--- src/rtl/mem_port_arbiter_pkg.sv ---
// Shared types and defaults for the IF/MEM memory port arbiter.
// State encodings are fixed at 3 bits so they stay stable across revisions.
package mem_port_arbiter_pkg;

   localparam int unsigned AddrWDef      = 32;
   localparam int unsigned DataWDef      = 32;
   localparam int unsigned TimeoutCycDef = 255;
   localparam int unsigned StarveMaxDef  = 4;

   typedef enum logic [2:0] {
      StIdle  = 3'd0,
      StDReq  = 3'd1,
      StDWait = 3'd2,
      StIReq  = 3'd3,
      StIWait = 3'd4
   } arb_state_e;

   function automatic logic is_req_state(input arb_state_e s);
      return (s == StDReq) || (s == StIReq);
   endfunction

endpackage

--- src/rtl/mem_port_arbiter_if.sv ---
// Signal bundle between the pipeline, the arbiter and the single-port memory.
// The arbiter takes the slave view; the surrounding pipeline/memory takes the master view.
interface mem_port_arbiter_if
   import mem_port_arbiter_pkg::*;
#(
   parameter int unsigned AddrW = AddrWDef,
   parameter int unsigned DataW = DataWDef
);

   // Instruction fetch side
   logic             if_req;
   logic [AddrW-1:0] if_addr;
   logic             if_flush;
   logic [DataW-1:0] if_data_r;
   logic             if_valid;

   // Load/store side
   logic             mem_read;
   logic             mem_write;
   logic [AddrW-1:0] mem_addr;
   logic [DataW-1:0] mem_data_w;
   logic [DataW-1:0] mem_data_r;
   logic             mem_valid;

   // Pipeline control
   logic             stall_if;
   logic             stall_mem;

   // Memory port
   logic             ram_req;
   logic             ram_we;
   logic [AddrW-1:0] ram_addr;
   logic [DataW-1:0] ram_data_w;
   logic             ram_ack;
   logic             ram_rvalid;
   logic [DataW-1:0] ram_data_r;

   logic             err_timeout;

   modport slave (
      input  if_req, if_addr, if_flush,
      output if_data_r, if_valid,
      input  mem_read, mem_write, mem_addr, mem_data_w,
      output mem_data_r, mem_valid,
      output stall_if, stall_mem,
      output ram_req, ram_we, ram_addr, ram_data_w,
      input  ram_ack, ram_rvalid, ram_data_r,
      output err_timeout
   );

   modport master (
      output if_req, if_addr, if_flush,
      input  if_data_r, if_valid,
      output mem_read, mem_write, mem_addr, mem_data_w,
      input  mem_data_r, mem_valid,
      input  stall_if, stall_mem,
      input  ram_req, ram_we, ram_addr, ram_data_w,
      output ram_ack, ram_rvalid, ram_data_r,
      input  err_timeout
   );

endinterface

--- src/rtl/mem_port_arbiter_timeout.sv ---
// Per-state watchdog: reloads on state entry, counts while enabled, flags expiry.
// The count is the number of cycles spent in the current state, including this one.
module mem_port_arbiter_timeout #(
   parameter int unsigned MaxCyc = 255
) (
   input  logic clk,
   input  logic rst,
   input  logic load,
   input  logic en,
   output logic expire
);

   localparam int unsigned CntW = $clog2(MaxCyc + 1);

   logic [CntW-1:0] cnt_q, cnt_d;

   assign expire = en & (cnt_q == CntW'(MaxCyc));

   always_comb begin
      cnt_d = cnt_q;
      if (load) begin
         cnt_d = CntW'(1);
      end else if (en && !expire) begin
         cnt_d = cnt_q + 1'b1;
      end
   end

   always_ff @(posedge clk or posedge rst) begin
      if (rst) begin
         cnt_q <= '0;
      end else begin
         cnt_q <= cnt_d;
      end
   end

endmodule

--- src/rtl/mem_port_arbiter.sv ---
// Shares one single-port memory between instruction fetch and load/store, one access
// in flight; load/store wins unless fetch has been passed over StarveMax times in a row.
module mem_port_arbiter
   import mem_port_arbiter_pkg::*;
#(
   parameter int unsigned AddrW      = AddrWDef,
   parameter int unsigned DataW      = DataWDef,
   parameter int unsigned TimeoutCyc = TimeoutCycDef,
   parameter int unsigned StarveMax  = StarveMaxDef
) (
   input logic               clk,
   input logic               rst,
   mem_port_arbiter_if.slave bus
);

   localparam int unsigned StarveW = $clog2(StarveMax + 1);

   arb_state_e         state_q, state_d;
   logic [StarveW-1:0] starve_q, starve_d;
   logic               discard_q, discard_d;
   logic [AddrW-1:0]   addr_q, addr_d;
   logic               we_q, we_d;
   logic [DataW-1:0]   wdata_q, wdata_d;
   logic               ram_req_q, ram_req_d;
   logic               if_valid_q, if_valid_d;
   logic [DataW-1:0]   if_data_q, if_data_d;
   logic               mem_valid_q, mem_valid_d;
   logic [DataW-1:0]   mem_data_q, mem_data_d;
   logic               err_q, err_d;

   logic mem_pend, if_pend, retire, if_forced, kill;
   logic if_valid_out;
   logic tmr_load, tmr_en, expire;

   assign mem_pend  = bus.mem_read | bus.mem_write;
   assign if_pend   = bus.if_req;
   // A completing requester still holds its request this cycle; do not re-grant it.
   assign retire    = if_valid_q | mem_valid_q;
   assign if_forced = if_pend & (starve_q == StarveW'(StarveMax));
   assign kill      = discard_q | bus.if_flush;

   assign tmr_load = (state_d != state_q);
   assign tmr_en   = (state_q != StIdle);

   mem_port_arbiter_timeout #(
      .MaxCyc(TimeoutCyc)
   ) u_timeout (
      .clk   (clk),
      .rst   (rst),
      .load  (tmr_load),
      .en    (tmr_en),
      .expire(expire)
   );

   always_comb begin
      state_d     = state_q;
      starve_d    = starve_q;
      discard_d   = discard_q;
      addr_d      = addr_q;
      we_d        = we_q;
      wdata_d     = wdata_q;
      if_valid_d  = 1'b0;
      if_data_d   = if_data_q;
      mem_valid_d = 1'b0;
      mem_data_d  = mem_data_q;
      err_d       = err_q;

      unique case (state_q)
         StIdle: begin
            discard_d = 1'b0;
            if (!retire) begin
               if (mem_pend && !if_forced) begin
                  state_d = StDReq;
                  addr_d  = bus.mem_addr;
                  we_d    = bus.mem_write;
                  wdata_d = bus.mem_data_w;
                  if (if_pend) begin
                     starve_d = starve_q + 1'b1;
                  end
               end else if (if_pend) begin
                  state_d  = StIReq;
                  addr_d   = bus.if_addr;
                  we_d     = 1'b0;
                  starve_d = '0;
               end
            end
         end

         StDReq: begin
            if (bus.ram_ack) begin
               if (we_q) begin
                  state_d     = StIdle;
                  mem_valid_d = 1'b1;
               end else begin
                  state_d = StDWait;
               end
            end else if (expire) begin
               state_d     = StIdle;
               err_d       = 1'b1;
               mem_valid_d = 1'b1;
               mem_data_d  = '0;
            end
         end

         StDWait: begin
            if (bus.ram_rvalid) begin
               state_d     = StIdle;
               mem_valid_d = 1'b1;
               mem_data_d  = bus.ram_data_r;
            end else if (expire) begin
               state_d     = StIdle;
               err_d       = 1'b1;
               mem_valid_d = 1'b1;
               mem_data_d  = '0;
            end
         end

         StIReq: begin
            if (bus.if_flush) begin
               discard_d = 1'b1;
            end
            if (bus.ram_ack) begin
               state_d = StIWait;
            end else if (expire) begin
               state_d = StIdle;
               err_d   = 1'b1;
               if (!kill) begin
                  if_valid_d = 1'b1;
                  if_data_d  = '0;
               end
            end
         end

         StIWait: begin
            if (bus.if_flush) begin
               discard_d = 1'b1;
            end
            // A killed fetch still consumes its response, it just never reaches IF.
            if (bus.ram_rvalid) begin
               state_d = StIdle;
               if (!kill) begin
                  if_valid_d = 1'b1;
                  if_data_d  = bus.ram_data_r;
               end
            end else if (expire) begin
               state_d = StIdle;
               err_d   = 1'b1;
               if (!kill) begin
                  if_valid_d = 1'b1;
                  if_data_d  = '0;
               end
            end
         end

         default: begin
            state_d = StIdle;
         end
      endcase

      if (!if_pend) begin
         starve_d = '0;
      end

      ram_req_d = is_req_state(state_d);
   end

   always_ff @(posedge clk or posedge rst) begin
      if (rst) begin
         state_q     <= StIdle;
         starve_q    <= '0;
         discard_q   <= 1'b0;
         addr_q      <= '0;
         we_q        <= 1'b0;
         wdata_q     <= '0;
         ram_req_q   <= 1'b0;
         if_valid_q  <= 1'b0;
         if_data_q   <= '0;
         mem_valid_q <= 1'b0;
         mem_data_q  <= '0;
         err_q       <= 1'b0;
      end else begin
         state_q     <= state_d;
         starve_q    <= starve_d;
         discard_q   <= discard_d;
         addr_q      <= addr_d;
         we_q        <= we_d;
         wdata_q     <= wdata_d;
         ram_req_q   <= ram_req_d;
         if_valid_q  <= if_valid_d;
         if_data_q   <= if_data_d;
         mem_valid_q <= mem_valid_d;
         mem_data_q  <= mem_data_d;
         err_q       <= err_d;
      end
   end

   assign if_valid_out   = if_valid_q & ~bus.if_flush;
   assign bus.if_valid   = if_valid_out;
   assign bus.if_data_r  = if_data_q;
   assign bus.mem_valid  = mem_valid_q;
   assign bus.mem_data_r = mem_data_q;

   assign bus.stall_if   = bus.if_req & ~if_valid_out;
   assign bus.stall_mem  = mem_pend & ~mem_valid_q;

   assign bus.ram_req    = ram_req_q;
   assign bus.ram_we     = we_q;
   assign bus.ram_addr   = addr_q;
   assign bus.ram_data_w = wdata_q;

   assign bus.err_timeout = err_q;

endmodule

--- src/flat_wrapper.sv ---
// flat-port wrapper written by rule: the top's interface ports become plain ports
module mem_port_arbiter_flat import mem_port_arbiter_pkg::*;
#(
   parameter int unsigned AddrW      = AddrWDef,
   parameter int unsigned DataW      = DataWDef,
   parameter int unsigned TimeoutCyc = TimeoutCycDef,
   parameter int unsigned StarveMax  = StarveMaxDef
)
  (clk, rst, bus_if_req, bus_if_addr, bus_if_flush, bus_if_data_r, bus_if_valid, bus_mem_read, bus_mem_write, bus_mem_addr, bus_mem_data_w, bus_mem_data_r, bus_mem_valid, bus_stall_if, bus_stall_mem, bus_ram_req, bus_ram_we, bus_ram_addr, bus_ram_data_w, bus_ram_ack, bus_ram_rvalid, bus_ram_data_r, bus_err_timeout);
  mem_port_arbiter_if #(.AddrW(AddrW), .DataW(DataW)) bus_i ();
  input logic clk;
  input logic rst;
  input wire logic [$bits(bus_i.if_req)-1:0] bus_if_req;
  input wire logic [$bits(bus_i.if_addr)-1:0] bus_if_addr;
  input wire logic [$bits(bus_i.if_flush)-1:0] bus_if_flush;
  output wire logic [$bits(bus_i.if_data_r)-1:0] bus_if_data_r;
  output wire logic [$bits(bus_i.if_valid)-1:0] bus_if_valid;
  input wire logic [$bits(bus_i.mem_read)-1:0] bus_mem_read;
  input wire logic [$bits(bus_i.mem_write)-1:0] bus_mem_write;
  input wire logic [$bits(bus_i.mem_addr)-1:0] bus_mem_addr;
  input wire logic [$bits(bus_i.mem_data_w)-1:0] bus_mem_data_w;
  output wire logic [$bits(bus_i.mem_data_r)-1:0] bus_mem_data_r;
  output wire logic [$bits(bus_i.mem_valid)-1:0] bus_mem_valid;
  output wire logic [$bits(bus_i.stall_if)-1:0] bus_stall_if;
  output wire logic [$bits(bus_i.stall_mem)-1:0] bus_stall_mem;
  output wire logic [$bits(bus_i.ram_req)-1:0] bus_ram_req;
  output wire logic [$bits(bus_i.ram_we)-1:0] bus_ram_we;
  output wire logic [$bits(bus_i.ram_addr)-1:0] bus_ram_addr;
  output wire logic [$bits(bus_i.ram_data_w)-1:0] bus_ram_data_w;
  input wire logic [$bits(bus_i.ram_ack)-1:0] bus_ram_ack;
  input wire logic [$bits(bus_i.ram_rvalid)-1:0] bus_ram_rvalid;
  input wire logic [$bits(bus_i.ram_data_r)-1:0] bus_ram_data_r;
  output wire logic [$bits(bus_i.err_timeout)-1:0] bus_err_timeout;
  assign bus_i.if_req = bus_if_req;
  assign bus_i.if_addr = bus_if_addr;
  assign bus_i.if_flush = bus_if_flush;
  assign bus_if_data_r = bus_i.if_data_r;
  assign bus_if_valid = bus_i.if_valid;
  assign bus_i.mem_read = bus_mem_read;
  assign bus_i.mem_write = bus_mem_write;
  assign bus_i.mem_addr = bus_mem_addr;
  assign bus_i.mem_data_w = bus_mem_data_w;
  assign bus_mem_data_r = bus_i.mem_data_r;
  assign bus_mem_valid = bus_i.mem_valid;
  assign bus_stall_if = bus_i.stall_if;
  assign bus_stall_mem = bus_i.stall_mem;
  assign bus_ram_req = bus_i.ram_req;
  assign bus_ram_we = bus_i.ram_we;
  assign bus_ram_addr = bus_i.ram_addr;
  assign bus_ram_data_w = bus_i.ram_data_w;
  assign bus_i.ram_ack = bus_ram_ack;
  assign bus_i.ram_rvalid = bus_ram_rvalid;
  assign bus_i.ram_data_r = bus_ram_data_r;
  assign bus_err_timeout = bus_i.err_timeout;
  mem_port_arbiter #(.AddrW(AddrW), .DataW(DataW), .TimeoutCyc(TimeoutCyc), .StarveMax(StarveMax)) u_core (.clk(clk), .rst(rst), .bus(bus_i));
endmodule
--- config.mk ---
export PLATFORM = sky130hd
export DESIGN_NAME = mem_port_arbiter_flat
export DESIGN_NICKNAME = d
export VERILOG_FILES = /design/src/rtl/mem_port_arbiter_pkg.sv /design/src/rtl/mem_port_arbiter_if.sv /design/src/rtl/mem_port_arbiter_timeout.sv /design/src/rtl/mem_port_arbiter.sv /design/src/flat_wrapper.sv
export SDC_FILE = /design/constraint.sdc
export NUM_CORES = 1
export LEC_CHECK = 0
export CORE_UTILIZATION = 42
export DETAILED_ROUTE_END_ITERATION = 16
export MAX_ROUTING_LAYER = met4
export PLACE_DENSITY = 0.79
export SLEW_MARGIN = 15
export SYNTH_ARGS = -nofsm -noshare
export SYNTH_HDL_FRONTEND = slang
export SYNTH_SLANG_ARGS = --single-unit
--- constraint.sdc ---
create_clock -name clk -period 6.6 [get_ports clk]
set_input_delay 0.99 -clock clk [delete_from_list [all_inputs] [get_ports clk]]
set_output_delay 0.99 -clock clk [all_outputs]
set_load 0.1 [all_outputs]
==> results of run 1 <==
==> per-layer routing <==
metal | global-route usage | share of wire
met1 | 0.278 | 0.38
met2 | 0.410 | 0.51
met3 | 0.0730 | 0.10
met4 | 0.0694 | 0.0055
met5 | - | 0
==> placed cells by master (no fill, tap or decap), types with 8 or more instances in the layout <==
cell type / instances
mux2_2: 33
mux2i_1: 37
clkbuf_16: 17
nand2_1: 44
nor3_1: 9
nor2_1: 14
clkdlybuf4s50_1: 270
inv_1: 8
o21ai_0: 43
dfrtp_1: 148
a22o_1: 64
==> flip-flops by register name, summed over array words and instances, names as in the netlist <==
signal	flops
u_core.bus.mem_data_r	32
u_core.discard_q	1
u_core.bus.ram_data_w	32
u_core.bus.err_timeout	1
u_core.starve_q	3
u_core.bus.ram_addr	32
u_core.u_timeout.cnt_q	8
u_core.bus.mem_valid	1
u_core.bus.if_data_r	32
u_core.state_q	3
u_core.bus.ram_req	1
u_core.bus.ram_we	1
u_core.if_valid_q	1
==> Yosys cell counts (2+ instances only) <==
cell / n
nand3_1: 4
mux2i_1: 37
ha_1: 3
nor4_1: 3
o211ai_1: 3
nand4_1: 3
nand2_1: 44
and3_1: 2
nor2_1: 14
a21o_1: 2
mux2_2: 33
or3_1: 2
a22o_1: 64
dfrtp_1: 148
a21oi_1: 6
a2111oi_2: 3
o21ai_0: 43
or3b_2: 2
inv_1: 9
or2_2: 2
nor3_1: 9
nor2b_1: 4
buf_2: 12
clkbuf_1: 18
==> worst reg2reg max path, stage by stage (launching register included) <==
cell,delay (ns)
dfrtp_1,0.60
nor3_4,0.51
nand4_1,0.46
buf_4,0.41
or3b_2,0.49
a21oi_1,0.17
==> final timing paths <==
path / startpoint / to / slack, ns / depth (start not counted)
setup / recovery: bus_if_req / bus_stall_if / 2.73 / 4
hold / removal: u_core.bus.err_timeout$_DFFE_PP0P_ / u_core.bus.err_timeout$_DFFE_PP0P_ / 0.46 / 1
setup reg to reg: u_core.state_q[0]$_DFF_PP0_ / u_core.starve_q[2]$_DFFE_PP0P_ / 3.89 / 5
hold reg to reg: u_core.bus.err_timeout$_DFFE_PP0P_ / u_core.bus.err_timeout$_DFFE_PP0P_ / 0.46 / 1
max in group asynchronous: rst / u_core.bus.ram_we$_DFFE_PP0P_ / 4.39 / 3
min in group asynchronous: rst / u_core.bus.ram_addr[18]$_DFFE_PP0P_ / 1.02 / 2
==> cell type report <==
| type | count | share of cell area |
|---|---|---|
| timing repair buffer | 276 | 0.285 |
| clock buffer | 22 | 0.0512 |
| multi-input combinational | 301 | 0.234 |
| inverter | 9 | 0.00402 |
| tap | 180 | 0.0233 |
| clock inverter | 9 | 0.0179 |
| sequential | 148 | 0.384 |
==> stage by stage <==
step | std cells | utilization | instance area (sq um)
4_1_cts | 945 | 0.687 | 9640
3_5_place_dp | 914 | 0.639 | 8970
3_3_place_gp | 914 | 0.639 | 8970
5_1_grt | 945 | 0.687 | 9650
6_report | 945 | 0.687 | 9650
2_1_floorplan | 491 | - | 6120
==> cells by family after synthesis <==
family,count (synthesis),share of synthesized area
DFF,148,0.605
and+or+nand+nor,97,0.0781
muxes,70,0.121
xor gates and xnor gates,1,0.00143
buffers and inverters,42,0.0296
AOI/OAI and AO/OA,129,0.157
adders and majority gates,4,0.00777
==> results.py, run 1 <==
metrics = {
    "run_status": {
        "status": "finished clean",
    },
    "drt": {
        "ant_nets": 0,
        "via_count": 5021,
        "drc": 0,
        "wl_per_cell_um": 18.8,
        "initialDrtViolationCount": 347,
        "firstDrtPassIters": 6,
        "vias_per_cell": 5.31,
        "drt-total-wl_mm": 17.7,
    },
    "global_routing": {
        "grt-ovfl-total": 0,
        "first_global_vias": 5083,
        "grt_max_degree": 89,
        "antenna_found_initial": 0,
        "grt_first_pass_wirelength_mm": 26.4,
        "grtUsageTotal": 0.242,
    },
    "synthesis": {
        "yosys.area.top_type": "dfrtp_1",
        "yosysWarnings": 0,
        "netlist_area_sq_um": 6120,
        "ys_seq_area_frac": 0.605,
        "synth_area_per_cell_sq_um": 12.5,
        "synthTopCellsByArea": "dfrtp_1 61%, a22o_1 9.2%, mux2_2 6.1%",
        "ys_seq_elements": 148,
        "synth_top_area_share": 0.605,
        "synth_nets": 630,
        "async_reset_ff_frac": 1.00,
        "ys_types": 45,
        "synthFlopType": "dfrtp_1",
        "syn_inst": 491,
        "synth_edf_count": 0,
    },
    "layout": {
        "fillCellCount": 1016,
        "diodes": 0,
        "area.growth.synth_to_final_pct": 57.6,
        "final-seq-area_sq_um": 3700,
        "nets": 892,
        "multi_input_area_sq_um": 2260,
        "drive_gt1_frac": 0.115,
    },
    "floorplan": {
        "start_util": 0.436,
        "die_area_sq_um": 15100,
        "die_w_um": 123,
        "ios": 271,
        "fp.coreArea_sq_um": 14000,
        "fp-row-count": 43,
        "die_h_um": 123,
    },
    "cts": {
        "path_clk_slew_ns": 0.06,
        "cts_setup_buffers": 0,
        "cts_hold_buffers": 0,
        "cts-resized-gates": 0,
        "clk_latency_ns": 0.41,
        "cts_root_buffer": "clkbuf_16",
        "cts_made_buffers": 17,
        "cts_sinks": 148,
        "htree_num_levels": 4,
        "cts_buffer_depth": 2,
        "cts_tree": "built",
    },
    "sta": {
        "tightest_slew_ns": 1.05,
        "maxSlewHeadroom": 0.295,
        "hold_violations": 0,
        "max_freq_mhz": 258,
        "finalSetupViolCount": 0,
        "holdWs_ns": 0.463,
        "finalClockSkew_ns": 0.00849,
        "maxSlewViolCount": 0,
        "period_minus_slack_ns": 3.87,
        "worst_slack_ns": 2.73,
        "setup_tns_ns": 0,
        "rsz0062_at_grt": "no",
        "period_share": 0.587,
    },
    "job": {
        "maxCapViolations": 0,
    },
    "worst_setup_path": {
        "slowest_delay_ns": 1.13,
        "startpoint_type": "input pin",
        "cp_num_buf_inv": 3,
        "timing.critical_path.mode_cell": "clkdlybuf4s50_1",
        "worstSetupPathType": "in -> out",
        "critical_path_arrival_ns": 2.88,
        "crit_chain": "clkdlybuf4s50_1 -> inv_1 -> nor2_1 -> clkdlybuf4s50_1",
        "cp.required_ns": 5.61,
        "cp_slowest_cell": "clkdlybuf4s50_1",
        "cp_max_fo": 6,
        "cp_top_family": "buffers and inverters",
        "end_kind": "primary output",
    },
    "place": {
        "place_ws_ns": 2.73,
        "dp_hpwl_mm": 12.8,
        "port_buffers": 270,
        "place.gp.congestion": 0.837,
    },
    "hold_path": {
        "hp-class": "reg -> reg",
    },
}
Power of run 1 is left out: the tool's default activity adds up to more than one toggle a clock period on the data nets, which glitch-free logic cannot reach.
==> inputs of run 2 (changes only) <==
==> constraint.sdc (replaced) <==
create_clock -name clk -period 3.75 [get_ports clk]
set_input_delay 0.5625 -clock clk [delete_from_list [all_inputs] [get_ports clk]]
set_output_delay 0.5625 -clock clk [all_outputs]
set_load 0.1 [all_outputs]
==> run 2 against run 1 <==
  * Worst setup slack lost 1.5 ns
  * Die area unchanged
  * Count of clock-buffer cells in the layout fell by 4
  * Register-to-register slack got worse by 2.6 ns
  * Clock skew grew 0.0023 ns
  * Routed wire length is 1.2% lower
  * Design area down 0.17%
  * Sequential share of layout area rose by 0.065 points
  * Non-clock buffer count up 4
  * Cell count rose by 0.42%
  * Core utilization is 0.12 points lower
  * Worst hold slack improved by 0.0086 ns
  * Largest cell class unchanged
  * Highest routed layer unchanged
==> results.py, run 2 (same netlist as run 1, synthesis figures left out) <==
metrics = {
    "sta": {
        "rsz0062_at_grt": "no",
        "holdWs_ns": 0.471,
        "finalClockSkew_ns": 0.0108,
        "period_share": 0.677,
        "setup_tns_ns": 0,
        "maxSlewViolCount": 0,
        "max_freq_mhz": 394,
        "tightest_slew_ns": 1.08,
        "maxSlewHeadroom": 0.278,
        "period_minus_slack_ns": 2.54,
        "hold_violations": 0,
        "finalSetupViolCount": 0,
    },
    "place": {
        "dp_hpwl_mm": 12.6,
        "place.gp.congestion": 0.870,
        "port_buffers": 270,
        "place_area_sq_um": 9030,
    },
    "hold_path": {
        "hp-class": "reg -> reg",
    },
    "worst_setup_path": {
        "worstSetupPathType": "reg -> out",
        "cp_top_family": "buffers and inverters",
        "crit_chain": "clkdlybuf4s50_1",
        "slowest_delay_ns": 1.18,
        "startpoint_type": "flop",
        "cp_max_fo": 4,
        "critical_path_arrival_ns": 1.98,
        "cp_slowest_cell": "clkdlybuf4s50_1",
        "cp.required_ns": 3.19,
        "cp_num_buf_inv": 1,
        "end_kind": "primary output",
    },
    "cts": {
        "path_clk_slew_ns": 0.06,
        "htree_num_levels": 4,
        "cts_sinks": 148,
        "clk_latency_ns": 0.41,
        "cts_setup_buffers": 0,
        "cts_tree": "built",
        "cts_root_buffer": "clkbuf_16",
        "cts_buffer_depth": 2,
        "cts-resized-gates": 0,
        "cts_made_buffers": 17,
        "cts_hold_buffers": 0,
    },
    "drt": {
        "wl_per_cell_um": 18.5,
        "vias_per_cell": 5.27,
        "via_count": 5000,
        "firstDrtPassIters": 5,
        "drc": 0,
        "ant_nets": 0,
        "initialDrtViolationCount": 352,
        "drt-total-wl_mm": 17.5,
    },
    "floorplan": {
        "die_area_sq_um": 15100,
        "ios": 271,
        "fp.coreArea_sq_um": 14000,
        "start_util": 0.436,
        "die_w_um": 123,
        "die_h_um": 123,
        "fp-row-count": 43,
    },
    "layout": {
        "drive_gt1_frac": 0.122,
        "most-common-layout-cells": "267 x clkdlybuf4s50_1, 148 x dfrtp_1, 64 x a22o_1, 44 x nand2_1, 43 x o21ai_0",
        "final_area_sq_um": 9630,
        "diodes": 0,
        "area.growth.synth_to_final_pct": 57.3,
        "layout_commonest_cell": "clkdlybuf4s50_1",
        "nets": 896,
    },
    "global_routing": {
        "grt_max_degree": 85,
        "first_global_vias": 5036,
        "grt-ovfl-total": 0,
        "grt_first_pass_wirelength_mm": 26.3,
        "grtUsageTotal": 0.239,
        "antenna_found_initial": 0,
    },
    "run_status": {
        "status": "finished clean",
    },
    "job": {
        "maxCapViolations": 0,
    },
}
## run 2: layout make-up
| class | count | area (sq um) |
|---|---|---|
| clock buffers | 18 | 439 |
| clock inverters | 13 | 158 |
| fillers | 989 | 4410 |
| inverters | 9 | 37.5 |
| multi-input cells | 301 | 2260 |
| flip-flops and latches | 148 | 3700 |
| well taps | 180 | 225 |
| repair buffers | 280 | 2810 |
## run 2: routing by layer
layer / vias up / GRT usage / share of wire
met5: - / - / 0
li1: 2322 / - / -
met4: 0 / 0.0709 / 0.010
met1: 2440 / 0.285 / 0.41
met3: 17 / 0.0734 / 0.087
met2: 221 / 0.390 / 0.50
## run 2: path summary, 6_finish.rpt
path                                                    start                              endpoint  slack (ns)  cells past startpoint
max                            u_core.bus.mem_valid$_DFF_PP0_                         bus_mem_valid        1.21                      1
min                        u_core.bus.err_timeout$_DFFE_PP0P_    u_core.bus.err_timeout$_DFFE_PP0P_        0.47                      1
max reg2reg                       u_core.state_q[0]$_DFF_PP0_        u_core.starve_q[2]$_DFFE_PP0P_        1.33                      5
min reg2reg                u_core.bus.err_timeout$_DFFE_PP0P_    u_core.bus.err_timeout$_DFFE_PP0P_        0.47                      1
max in group asynchronous                                 rst  u_core.bus.if_data_r[25]$_DFFE_PP0P_        2.75                      3
min in group asynchronous                                 rst          u_core.discard_q$_DFFE_PP0P_        0.61                      3
## run 2: worst reg2reg max path, stage by stage, from the launching register on
cell	delay, ns
dfrtp_1	0.60
nor3_4	0.49
nand4_1	0.26
buf_4	0.33
or3b_2	0.51
a21oi_1	0.15
## run 2: stage by stage
step	worst slack (ns)	utilization	std cells
floorplan	0.275	-	491
global placement	1.18	0.643	918
detailed placement	1.16	0.643	918
CTS	1.18	0.686	949
global route	1.13	0.686	949
finish	1.21	0.686	949
Power of run 2 is left out for the same reason.
==> inputs of run 3 (changes only) <==
--- a/config.mk
+++ b/config.mk
@@ -5,10 +5,10 @@
 export SDC_FILE = /design/constraint.sdc
 export NUM_CORES = 1
 export LEC_CHECK = 0
-export CORE_UTILIZATION = 42
+export CORE_UTILIZATION = 38
 export DETAILED_ROUTE_END_ITERATION = 16
 export MAX_ROUTING_LAYER = met4
-export PLACE_DENSITY = 0.79
+export PLACE_DENSITY = 0.76
 export SLEW_MARGIN = 15
 export SYNTH_ARGS = -nofsm -noshare
 export SYNTH_HDL_FRONTEND = slang
==> constraint.sdc (replaced) <==
create_clock -name clk -period 2.25 [get_ports clk]
set_input_delay 0.3375 -clock clk [delete_from_list [all_inputs] [get_ports clk]]
set_output_delay 0.3375 -clock clk [all_outputs]
set_load 0.1 [all_outputs]
==> run 3 against run 2 <==
  * Sequential cell count is the same
  * Worst setup slack lost 1.1 ns
  * Clock skew decreased by 0.0018 ns
  * Die area increased by 10%
  * Register-to-register slack got worse by 1.2 ns
  * Via count decreased by 0.48%
  * Critical path depth up 4
  * First-iteration DRC count decreased by 28%
==> results.py, run 3 (same netlist as run 1, synthesis figures left out) <==
metrics = {
    "floorplan": {
        "die_area_sq_um": 16600,
        "fp.coreArea_sq_um": 15800,
        "fp-row-count": 46,
        "die_h_um": 129,
        "ios": 271,
        "start_util": 0.387,
        "die_w_um": 129,
    },
    "layout": {
        "multi_input_area_sq_um": 2270,
        "area.growth.synth_to_final_pct": 55.4,
        "nets": 905,
        "drive_gt1_frac": 0.307,
        "layout_commonest_cell": "dfrtp_1",
        "final-seq-area_sq_um": 3700,
        "layout.cells.non_filler": 995,
        "final_area_sq_um": 9510,
        "diodes": 0,
        "fillCellCount": 1280,
        "most-common-layout-cells": "148 x dfrtp_1, 145 x buf_4, 135 x clkdlybuf4s50_1, 64 x a22o_1, 44 x nand2_1",
    },
    "worst_setup_path": {
        "cp_slowest_cell": "a221o_2",
        "path_depth": 5,
        "r2r_slack_ns": 0.15,
        "cp_top_family": "simple AND/OR/NAND/NOR gates",
        "critical_path_arrival_ns": 2.40,
        "rr_startpoint": "u_core.u_timeout.cnt_q[0]$_DFFE_PP0P_",
        "r2r_cells": 5,
        "reg2reg_to": "u_core.u_timeout.cnt_q[0]$_DFFE_PP0P_",
        "cp_num_buf_inv": 0,
        "crit_chain": "ha_1 -> nand3_1 -> o211ai_1 -> a221o_2 -> or3_1",
        "cp-startpoint": "u_core.u_timeout.cnt_q[0]$_DFFE_PP0P_",
        "slowest_delay_ns": 0.48,
        "cp_max_fo": 8,
        "cp.required_ns": 2.55,
        "end_kind": "flop",
        "worstSetupPathType": "reg -> reg",
        "startpoint_type": "flop",
    },
    "cts": {
        "cts_tree": "built",
        "path_clk_slew_ns": 0.06,
        "cts_made_buffers": 17,
        "cts_buffer_depth": 2,
        "htree_num_levels": 4,
        "clk_latency_ns": 0.42,
        "cts_root_buffer": "clkbuf_16",
        "cts_sinks": 148,
    },
    "place": {
        "dp_hpwl_mm": 12.2,
        "port_buffers": 270,
        "place_ws_ns": 0.101,
        "place_area_sq_um": 8900,
        "place.gp.congestion": 0.885,
        "place_inst": 963,
    },
    "global_routing": {
        "antenna_found_initial": 0,
        "grt_first_pass_wirelength_mm": 26.7,
        "first_global_vias": 5176,
        "grt_max_degree": 99,
        "grtUsageTotal": 0.218,
        "grt-ovfl-total": 0,
    },
    "sta": {
        "setup_tns_ns": 0,
        "period_share": 0.934,
        "tightest_slew_ns": 0.621,
        "finalClockSkew_ns": 0.00905,
        "finalSetupViolCount": 0,
        "period_minus_slack_ns": 2.10,
        "rsz0062_at_grt": "no",
        "maxSlewHeadroom": 0.586,
        "max_freq_mhz": 476,
        "maxSlewViolCount": 0,
        "worst_slack_ns": 0.148,
        "hold_violations": 0,
    },
    "drt": {
        "wl_per_cell_um": 17.0,
        "drc": 0,
        "ant_nets": 0,
        "firstDrtPassIters": 4,
        "initialDrtViolationCount": 252,
        "via_count": 4976,
        "drt-total-wl_mm": 17.0,
        "vias_per_cell": 5.00,
    },
    "job": {
        "maxCapViolations": 0,
    },
    "hold_path": {
        "hp-class": "in -> async",
    },
    "run_status": {
        "status": "finished clean",
    },
}
[run 3: cell types whose count changed in the layout (fill, tap and decap cells not counted), sizes merged]
cell / delta
clkdlybuf4s50: -132
clkinvlp: +3
clkinv: -6
clkbuf: +1
inv: +3
buf: +141
[run 3: per-stage QoR]
stage               hold slack, ns  utilization
floorplan                    0.463            -
global placement             0.458        0.562
detailed placement           0.462        0.562
CTS                          0.460        0.601
global route                 0.477        0.601
finish                       0.414        0.601
[run 3: cell type report]
class	instances	area share
flip-flops and latches	148	0.389
repair buffers	289	0.275
multi-input cells	301	0.238
clock buffers	19	0.0466
well taps	216	0.0284
clock inverters	13	0.0180
inverters	9	0.00395
[run 3: repair_timing]
item                       in CTS  in global routing
buffers inserted                0                  0
setup endpoints to repair       0                  5
gates resized for setup         0                  1
hold buffers                    0                  0
[run 3: worst max-delay path by stage]
stage	slack, ns	end
CTS	0.17	u_core.u_timeout.cnt_q[0]$_DFFE_PP0P_
global route	0.01	u_core.u_timeout.cnt_q[6]$_DFFE_PP0P_
finish	0.15	u_core.u_timeout.cnt_q[0]$_DFFE_PP0P_
global placement	0.12	u_core.bus.mem_data_r[11]$_DFFE_PP0P_
floorplan	0.05	u_core.bus.err_timeout$_DFFE_PP0P_
detailed placement	0.10	u_core.bus.mem_data_r[8]$_DFFE_PP0P_
[run 3: layer usage]
metal,GRT usage,share of wire
met1,0.250,0.40
met2,0.358,0.49
met3,0.0699,0.090
met4,0.0754,0.015
met5,-,0
[run 3: tightest hold or removal path, delay by kind of cell]
kind	cells	cell delay, ns
buffers and inverters	3	0.93
Power of run 3 is left out for the same reason.
